## config.mk

```make
export PLATFORM = sky130hd
export DESIGN_NAME = seq_frame_tx
export DESIGN_NICKNAME = d
export VERILOG_FILES = /design/src/rtl/seq_frame_tx.sv
export SDC_FILE = /design/constraint.sdc
export NUM_CORES = 1
export LEC_CHECK = 0
export ABC_AREA = 1
export ABC_CLOCK_PERIOD_IN_PS = 3750
export BUFFER_PORTS_ARGS = -buffer_cell sky130_fd_sc_hd__buf_2
export CAP_MARGIN = 20
export CORE_ASPECT_RATIO = 0.75
export CORE_MARGIN = 1
export CORE_UTILIZATION = 58
export DETAILED_ROUTE_END_ITERATION = 6
export PLACE_DENSITY = 0.82
export SLEW_MARGIN = 30
export SYNTH_ARGS = -nofsm -noshare
export SYNTH_HDL_FRONTEND = slang
export SYNTH_SLANG_ARGS = --single-unit
```

## constraint.sdc

```tcl
create_clock -name clk -period 3.75 [get_ports clk]
set_clock_uncertainty 0.1 [all_clocks]
set_input_delay 0.5625 -clock clk [delete_from_list [all_inputs] [get_ports clk]]
set_output_delay 0.5625 -clock clk [all_outputs]
set_load 0.005 [all_outputs]
```

## src/rtl/seq_frame_tx.sv

```systemverilog
// Serial frame transmitter: accepts a parallel word over valid/ready and sends
// preamble, then payload MSB-first, then an idle gap, one bit per bit_en strobe.
module seq_frame_tx #(
    parameter int               DATA_W   = 8,
    parameter int               PRE_W    = 4,
    parameter logic [PRE_W-1:0] PREAMBLE = 4'b1010,
    parameter int               GAP      = 2,
    parameter logic             IDLE_BIT = 1'b0
) (
    input  logic              clk,
    input  logic              rst,
    input  logic              bit_en,
    input  logic [DATA_W-1:0] din,
    input  logic              din_valid,
    output logic              din_ready,
    output logic              dout,
    output logic              dout_valid,
    output logic              busy,
    output logic              frame_done
);

    localparam int MAX_AB  = (PRE_W > DATA_W) ? PRE_W : DATA_W;
    localparam int MAX_LEN = (MAX_AB > GAP) ? MAX_AB : GAP;
    localparam int CNT_W   = (MAX_LEN > 1) ? $clog2(MAX_LEN) : 1;

    typedef enum logic [1:0] {
        S_IDLE,
        S_PRE,
        S_DATA,
        S_GAP
    } state_t;

    state_t              r_state, w_state;
    logic [CNT_W-1:0]    r_cnt, w_cnt;
    logic [DATA_W-1:0]   r_sreg, w_sreg;
    logic                r_dout, w_dout;
    logic                r_dout_valid, w_dout_valid;
    logic                r_frame_done, w_frame_done;
    logic                r_din_ready, w_din_ready;
    logic                w_pre_bit;

    // Preamble bit selected by counter; a loop avoids index-width mismatches.
    always_comb begin
        w_pre_bit = IDLE_BIT;
        for (int i = 0; i < PRE_W; i++) begin
            if (int'(r_cnt) == PRE_W - 1 - i) begin
                w_pre_bit = PREAMBLE[i];
            end
        end
    end

    always_comb begin
        w_state      = r_state;
        w_cnt        = r_cnt;
        w_sreg       = r_sreg;
        w_dout       = r_dout;
        w_dout_valid = r_dout_valid;
        w_frame_done = 1'b0;
        case (r_state)
            S_IDLE: begin
                w_dout       = IDLE_BIT;
                w_dout_valid = 1'b0;
                if (din_valid) begin
                    w_sreg  = din;
                    w_cnt   = '0;
                    w_state = S_PRE;
                end
            end
            S_PRE: begin
                if (bit_en) begin
                    w_dout       = w_pre_bit;
                    w_dout_valid = 1'b1;
                    w_cnt        = r_cnt + CNT_W'(1);
                    if (int'(r_cnt) == PRE_W - 1) begin
                        w_cnt   = '0;
                        w_state = S_DATA;
                    end
                end
            end
            S_DATA: begin
                if (bit_en) begin
                    w_dout       = r_sreg[DATA_W-1];
                    w_sreg       = r_sreg << 1;
                    w_dout_valid = 1'b1;
                    w_cnt        = r_cnt + CNT_W'(1);
                    if (int'(r_cnt) == DATA_W - 1) begin
                        w_cnt        = '0;
                        w_state      = S_GAP;
                        w_frame_done = 1'b1;
                    end
                end
            end
            S_GAP: begin
                if (bit_en) begin
                    w_dout       = IDLE_BIT;
                    w_dout_valid = 1'b0;
                    w_cnt        = r_cnt + CNT_W'(1);
                    if (int'(r_cnt) == GAP - 1) begin
                        w_cnt   = '0;
                        w_state = S_IDLE;
                    end
                end
            end
            default: begin
                w_state = S_IDLE;
                w_cnt   = '0;
            end
        endcase
        w_din_ready = (w_state == S_IDLE);
    end

    // Reset abandons any partial frame without a completion pulse.
    always_ff @(posedge clk) begin
        if (rst) begin
            r_state      <= S_IDLE;
            r_cnt        <= '0;
            r_sreg       <= '0;
            r_dout       <= IDLE_BIT;
            r_dout_valid <= 1'b0;
            r_frame_done <= 1'b0;
            r_din_ready  <= 1'b1;
        end else begin
            r_state      <= w_state;
            r_cnt        <= w_cnt;
            r_sreg       <= w_sreg;
            r_dout       <= w_dout;
            r_dout_valid <= w_dout_valid;
            r_frame_done <= w_frame_done;
            r_din_ready  <= w_din_ready;
        end
    end

    assign din_ready  = r_din_ready;
    assign busy       = (r_state != S_IDLE);
    assign dout       = r_dout;
    assign dout_valid = r_dout_valid;
    assign frame_done = r_frame_done;

endmodule

```

# == Word-level counts from Yosys, hierarchy flattened ==
# Cells that the tools add are included.
# word_totals
regBits,17
latchBits,0
ramBits,0
mem_bits_ro,0
inputBits,12
out_inout_bits,5
mem_count,0
# classes
addsub,1
multipliers,0
div_mod_pow,0
n_lt_le_gt_ge,0
eq_ne,12
n_shift,0
muxes,29
bitwise_logic,2
n_reduce_logical,11
# ops
op,n
2-to-1 mux 3 bit,7
2-to-1 mux 8 bit,2
case mux 8 bit (2 select lines),1
2-to-1 mux 2 bit,7
case mux 3 bit (4 select lines),1
2-to-1 mux 1 bit,8
inequality test 2 bit (second input constant),4
case mux 2 bit (4 select lines),1
== test 3 bit (second input constant),2
AND reduction 3 bit,2
== test 2 bit (second input constant),2
logical NOT 2 bit,2
case mux 1 bit (4 select lines),1
AND reduction 4 bit,1
nonzero test 2 bit,2
adder 3 x 1 -> 3 bit (second input constant),1
== test 3 x 1 -> 1 bit (second input constant),1
== test 3 x 2 -> 1 bit (second input constant),1
logical NOT 3 bit,1
case mux 1 bit (3 select lines),1
OR reduction 3 bit,1
== test 2 x 1 -> 1 bit (second input constant),1
inequality test 2 x 1 -> 1 bit (second input constant),1
inverter 1 bit,2
2 further kinds,2

# == Depth between registers and ports, before layout ==
# depth
depth_word,6
ltp_mapped,10
depth_no_buf,10

# == Worst setup path after synthesis ==
# Ideal clock, no wire load.
# synth_timing
kind,reg2reg
start,register r_state[1]
end,register r_sreg[5]
setup_time_ps,116
t_arrival_ps,1296
required_time_ps,3534
path_slack_ps,2238
stages_incl_launch_ff,11
n_path_buf,1
period_less_slack_ps,1512
path_cell_list,dfxtp_1 inv_1 ha_1 inv_2 nor2_4 inv_2 nand2_2 nor2_4 buf_6 nand3_1 o211a_1
# synth_between
elab_chain_len,3
word_cells_on_any_way,7
classes_between,3 x eq/ne; 1 x mux; 3 x reduce/logical
# synth_lines
element,line_no,text
from (decl),33,"state_t r_state, w_state;"
from (signal assigned),123,r_state <= w_state;
== test 2 bit or logical NOT 2 bit (tied branches),59,case (r_state)
inequality test 2 bit (no line) or nonzero test 2 bit (tied branches),--,
AND reduction 3 bit (no line),--,
to (signal assigned),125,r_sreg <= w_sreg;
to (decl),35,"logic [DATA_W-1:0] r_sreg, w_sreg;"
# Several ways; a longest one is shown, not always the timed one.
# A chain may end at the register's enable or synchronous reset.

# == Worst setup path in the final report ==
# layout_timing
start,register r_state[0]
end,register r_cnt[2]
# layout_between
elab_chain_len,3
word_cells_on_any_way,10
classes_between,7 x eq/ne; 1 x mux; 2 x reduce/logical
# layout_lines
element,line_no,text
"== test 2 x 1 -> 1 bit, or another cell as far along",59,
inequality test 2 bit (no line),--,
AND reduction 4 bit (no line),--,
to (signal assigned),124,r_cnt <= w_cnt;
to (decl),34,"logic [CNT_W-1:0] r_cnt, w_cnt;"
# Several ways; a longest one is shown, not always the timed one.

==> summary.txt <==
Hold path
  – Hold Crit Class: reg -> reg
  – Worst hold path stage count: 1
  – Hold path startpoint: r_sreg[4]
  – Worst Hold Endpoint: r_sreg[4]

Power
  – Tot Pwr: 0.000384 W
  – Flop pwr share: 0.533
  – Sw Share: 0.298
  – Internal Power: between 0.0002 and 0.0003 W
  – Clk pwr share: 0.261
  – Pwr dens: roughly 340 mW/mm2
  – Switch Pwr: roughly 0.00011 W
  – Leakage: between 0.5 and 0.6 nW
  – VDD IR max: ~0.00029 V
  – Gate power share: 0.207

Synth
  – Ys flop type: dfxtp_1
  – Top cells by area, synth: dfxtp_1, nand2_1, ha_1
  – Sequential-to-total area share from yosys stat: 0.329
  – Syn Nets: between 150 and 200
  – Synth warn: 0
  – Dominant cell type by area after synthesis: dfxtp_1
  – Largest family of logic cells by synthesized area: simple AND/OR/NAND/NOR gates
  – EDFF count, synth: 0
  – XOR/XNOR Fraction of Synth Area: 0
  – Synth top cells by count: nand2_1, dfxtp_1, inv_1, ha_1, nand3_1
  – Synth Area in Compound Gates: 0.174
  – Mapped Cells: between 100 and 150
  – Synth Area in Adders: 0.133
  – Mux contribution to synthesized area: 0
  – Asr flop ratio synth: 0
  – Synthesized area per cell: ~7.5 um2
  – Simple-Gate Fraction of Synth Area: 0.276
  – Top-count cell post-synth: nand2_1
  – Area of the mapped netlist: 0.00103 mm2
  – Synth cell types: 21
  – Synthesized flop and latch total: 17
  – Post-synth top area share: 0.329

Finish
  – Area delta synth->final: 9.43%
  – Fillers: about 120
  – Antenna cell count: 0
  – Share of cells above drive strength 1: 0.188
  – Multi-input gate area: roughly 600 um2
  – Nets: around 180
  – Storage cell area: between 300 and 400 um2
  – Finished Cell Area: around 0.0011 mm2
  – Core Util, Final: 0.718
  – Final cell count without fillers: ~180

Global route
  – GR Overflow Total: 0
  – Largest net degree at the start of global routing: 16
  – GR Util All Layers: 0.267
  – Initial antenna violation count: 0
  – Global-route wire length before repair: around 3800 um
  – Vias in the first global route: about 900

Drt
  – Drt first pass iters: 4
  – Wirelength per Cell: between 10 and 15 um
  – Vias per cell: 5.30
  – Detailed-route via count: 928
  – Post-route ant nets: 0
  – Overall routed net length: about 2200 um
  – Drt drc: 0
  – Initial DRC count: 44

STA
  – # setup viols final: 0
  – Worst Tran Pin Value: 0.470 ns
  – Final worst path period need: a little over 2 ns
  – Slew margin rel.: 0.687
  – Final Hold Viols: 0
  – Unrepaired setup endpoints after global routing: false
  – Max Clk Rate: ~480 MHz
  – Pins Over Slew Limit: 0
  – Setup TNS: 0 ns
  – Final Cycle Share: 0.553

Worst setup path
  – Reg2reg end: r_cnt[2]
  – Critical Path RT: around 3.9 ns
  – CP endpoint kind: flip-flop
  – Reg2reg path depth: 8
  – Worst R2R Setup Slack: approximately 1.7 ns
  – CP Class: reg -> reg
  – Critical path arrival: 2.20 ns
  – Worst-path maximum fanout: 13
  – CP startpoint kind: flip-flop
  – R2r startpoint: r_state[0]

Clock network
  – Hold_buf cts: 0
  – CTS root buffer: clkbuf_4
  – Clk pin slew, worst setup/hold paths: 0.10 ns
  – Worst-Skew Late Latency: slightly below 0.3 ns
  – CTS tree: yes
  – Clock sink count: 17
  – TritonCTS Buffers: 3
  – Setup Fix Bufs, Post-CTS: 0
  – Clock Path Buffers: 2
  – Post-CTS sizing: 0
  – H-tree levels: 1

Status
  – Status: complete, no violations

Die
  – DIE HEIGHT: 38.6 um
  – Cell row count: 12
  – Io pins: 17
  – Area of the core: 0.00158 mm2
  – Die area: 0.00196 mm2
  – Starting density of the core: 0.656
  – DIE WIDTH: approximately 51 um

Place
  – Placed inst area: 0.00111 mm2
  – Detailed-placement wirelength estimate: 1670 um
  – GP Congestion: 0.856
  – Post-placement cell count: between 150 and 200
  – IO buf count: 16

Run
  – Max_cap viols: 0
[through the flow]
stage | setup slack [ns] | hold WS [ns]
finish | 1.68 | 0.411
global route | 1.49 | 0.411
CTS | 1.67 | 0.407
detailed placement | 1.72 | 0.390
global placement | 1.86 | 0.383
floorplan | 2.24 | 0.370
[worst max path at each step]
| stage | start | cells after the start | endpoint |
|---|---|---|---|
| after floorplan | r_state[1] | 10 | r_sreg[5] |
| after global placement | r_state[0] | 8 | r_cnt[0] |
| after detailed placement | r_state[0] | 8 | r_cnt[0] |
| after CTS | r_state[0] | 8 | r_cnt[0] |
| after global routing | r_state[0] | 8 | r_cnt[0] |
| final | r_state[0] | 8 | r_cnt[2] |
[layout by cell type, fill, tap and decap left out, types with 3 or more instances in the layout]
| cell type | count |
|---|---|
| nand2_1 | 42 |
| dfxtp_1 | 17 |
| buf_2 | 16 |
| inv_1 | 12 |
| ha_1 | 11 |
| nand3_1 | 10 |
| a21oi_1 | 9 |
| nor2_1 | 7 |
| o21ai_0 | 7 |
| o211a_1 | 7 |
| inv_2 | 3 |
| clkbuf_4 | 3 |
[routing by layer]
metal  up-vias  share of wire  wire (um)  GRT usage
met5         -              0          0          0
met4         0          0.011         23     0.0972
met3         4          0.075        164     0.0784
met2        42           0.48       1040      0.473
met1       402           0.44        955      0.312
li1        480              -          -          -
[power groups by stage]
stage | Combinational [W] | Clock, W | Sequential [W]
final | 0.0000793 | 0.000100 | 0.000204
after floorplan | 0.0000586 | 0 | 0.000207
after global routing | 0.0000886 | 0.000107 | 0.000206
after detailed placement | 0.0000781 | 0 | 0.000208
after CTS | 0.0000785 | 0.000102 | 0.000204
after global placement | 0.0000754 | 0 | 0.000208
[area by class of cell]
cell class                      count  share of cell area
Clock buffer                        4              0.0232
Inverter                           15              0.0497
Multi-Input combinational cell    102               0.533
Sequential cell                    17               0.301
Tap cell                           21              0.0232
Timing Repair Buffer               16              0.0707
[critical path, cell delays in order (launching register included)]
cell     delay (ns)
dfxtp_1        0.39
inv_1          0.08
ha_1           0.37
inv_1          0.36
nand2_1        0.12
o21ai_2        0.18
and2_1         0.21
nand2_1        0.07
a21oi_1        0.12
[cells by family (layout without fill, tap and decap cells)]
| kind of cell | count (synthesis) | count (layout) |
|---|---|---|
| buffers and inverters | 19 | 35 |
| and+or+nand+nor | 65 | 65 |
| AOI/OAI and AO/OA | 26 | 26 |
| adders and majority gates | 11 | 11 |
| DFF | 17 | 17 |
[sequential cells by signal (all words and copies together), names as in the netlist]
name / flops
frame_done: 1
dout: 1
dout_valid: 1
r_state: 2
din_ready: 1
r_sreg: 8
r_cnt: 3
Power figures use the tool's default switching activity.
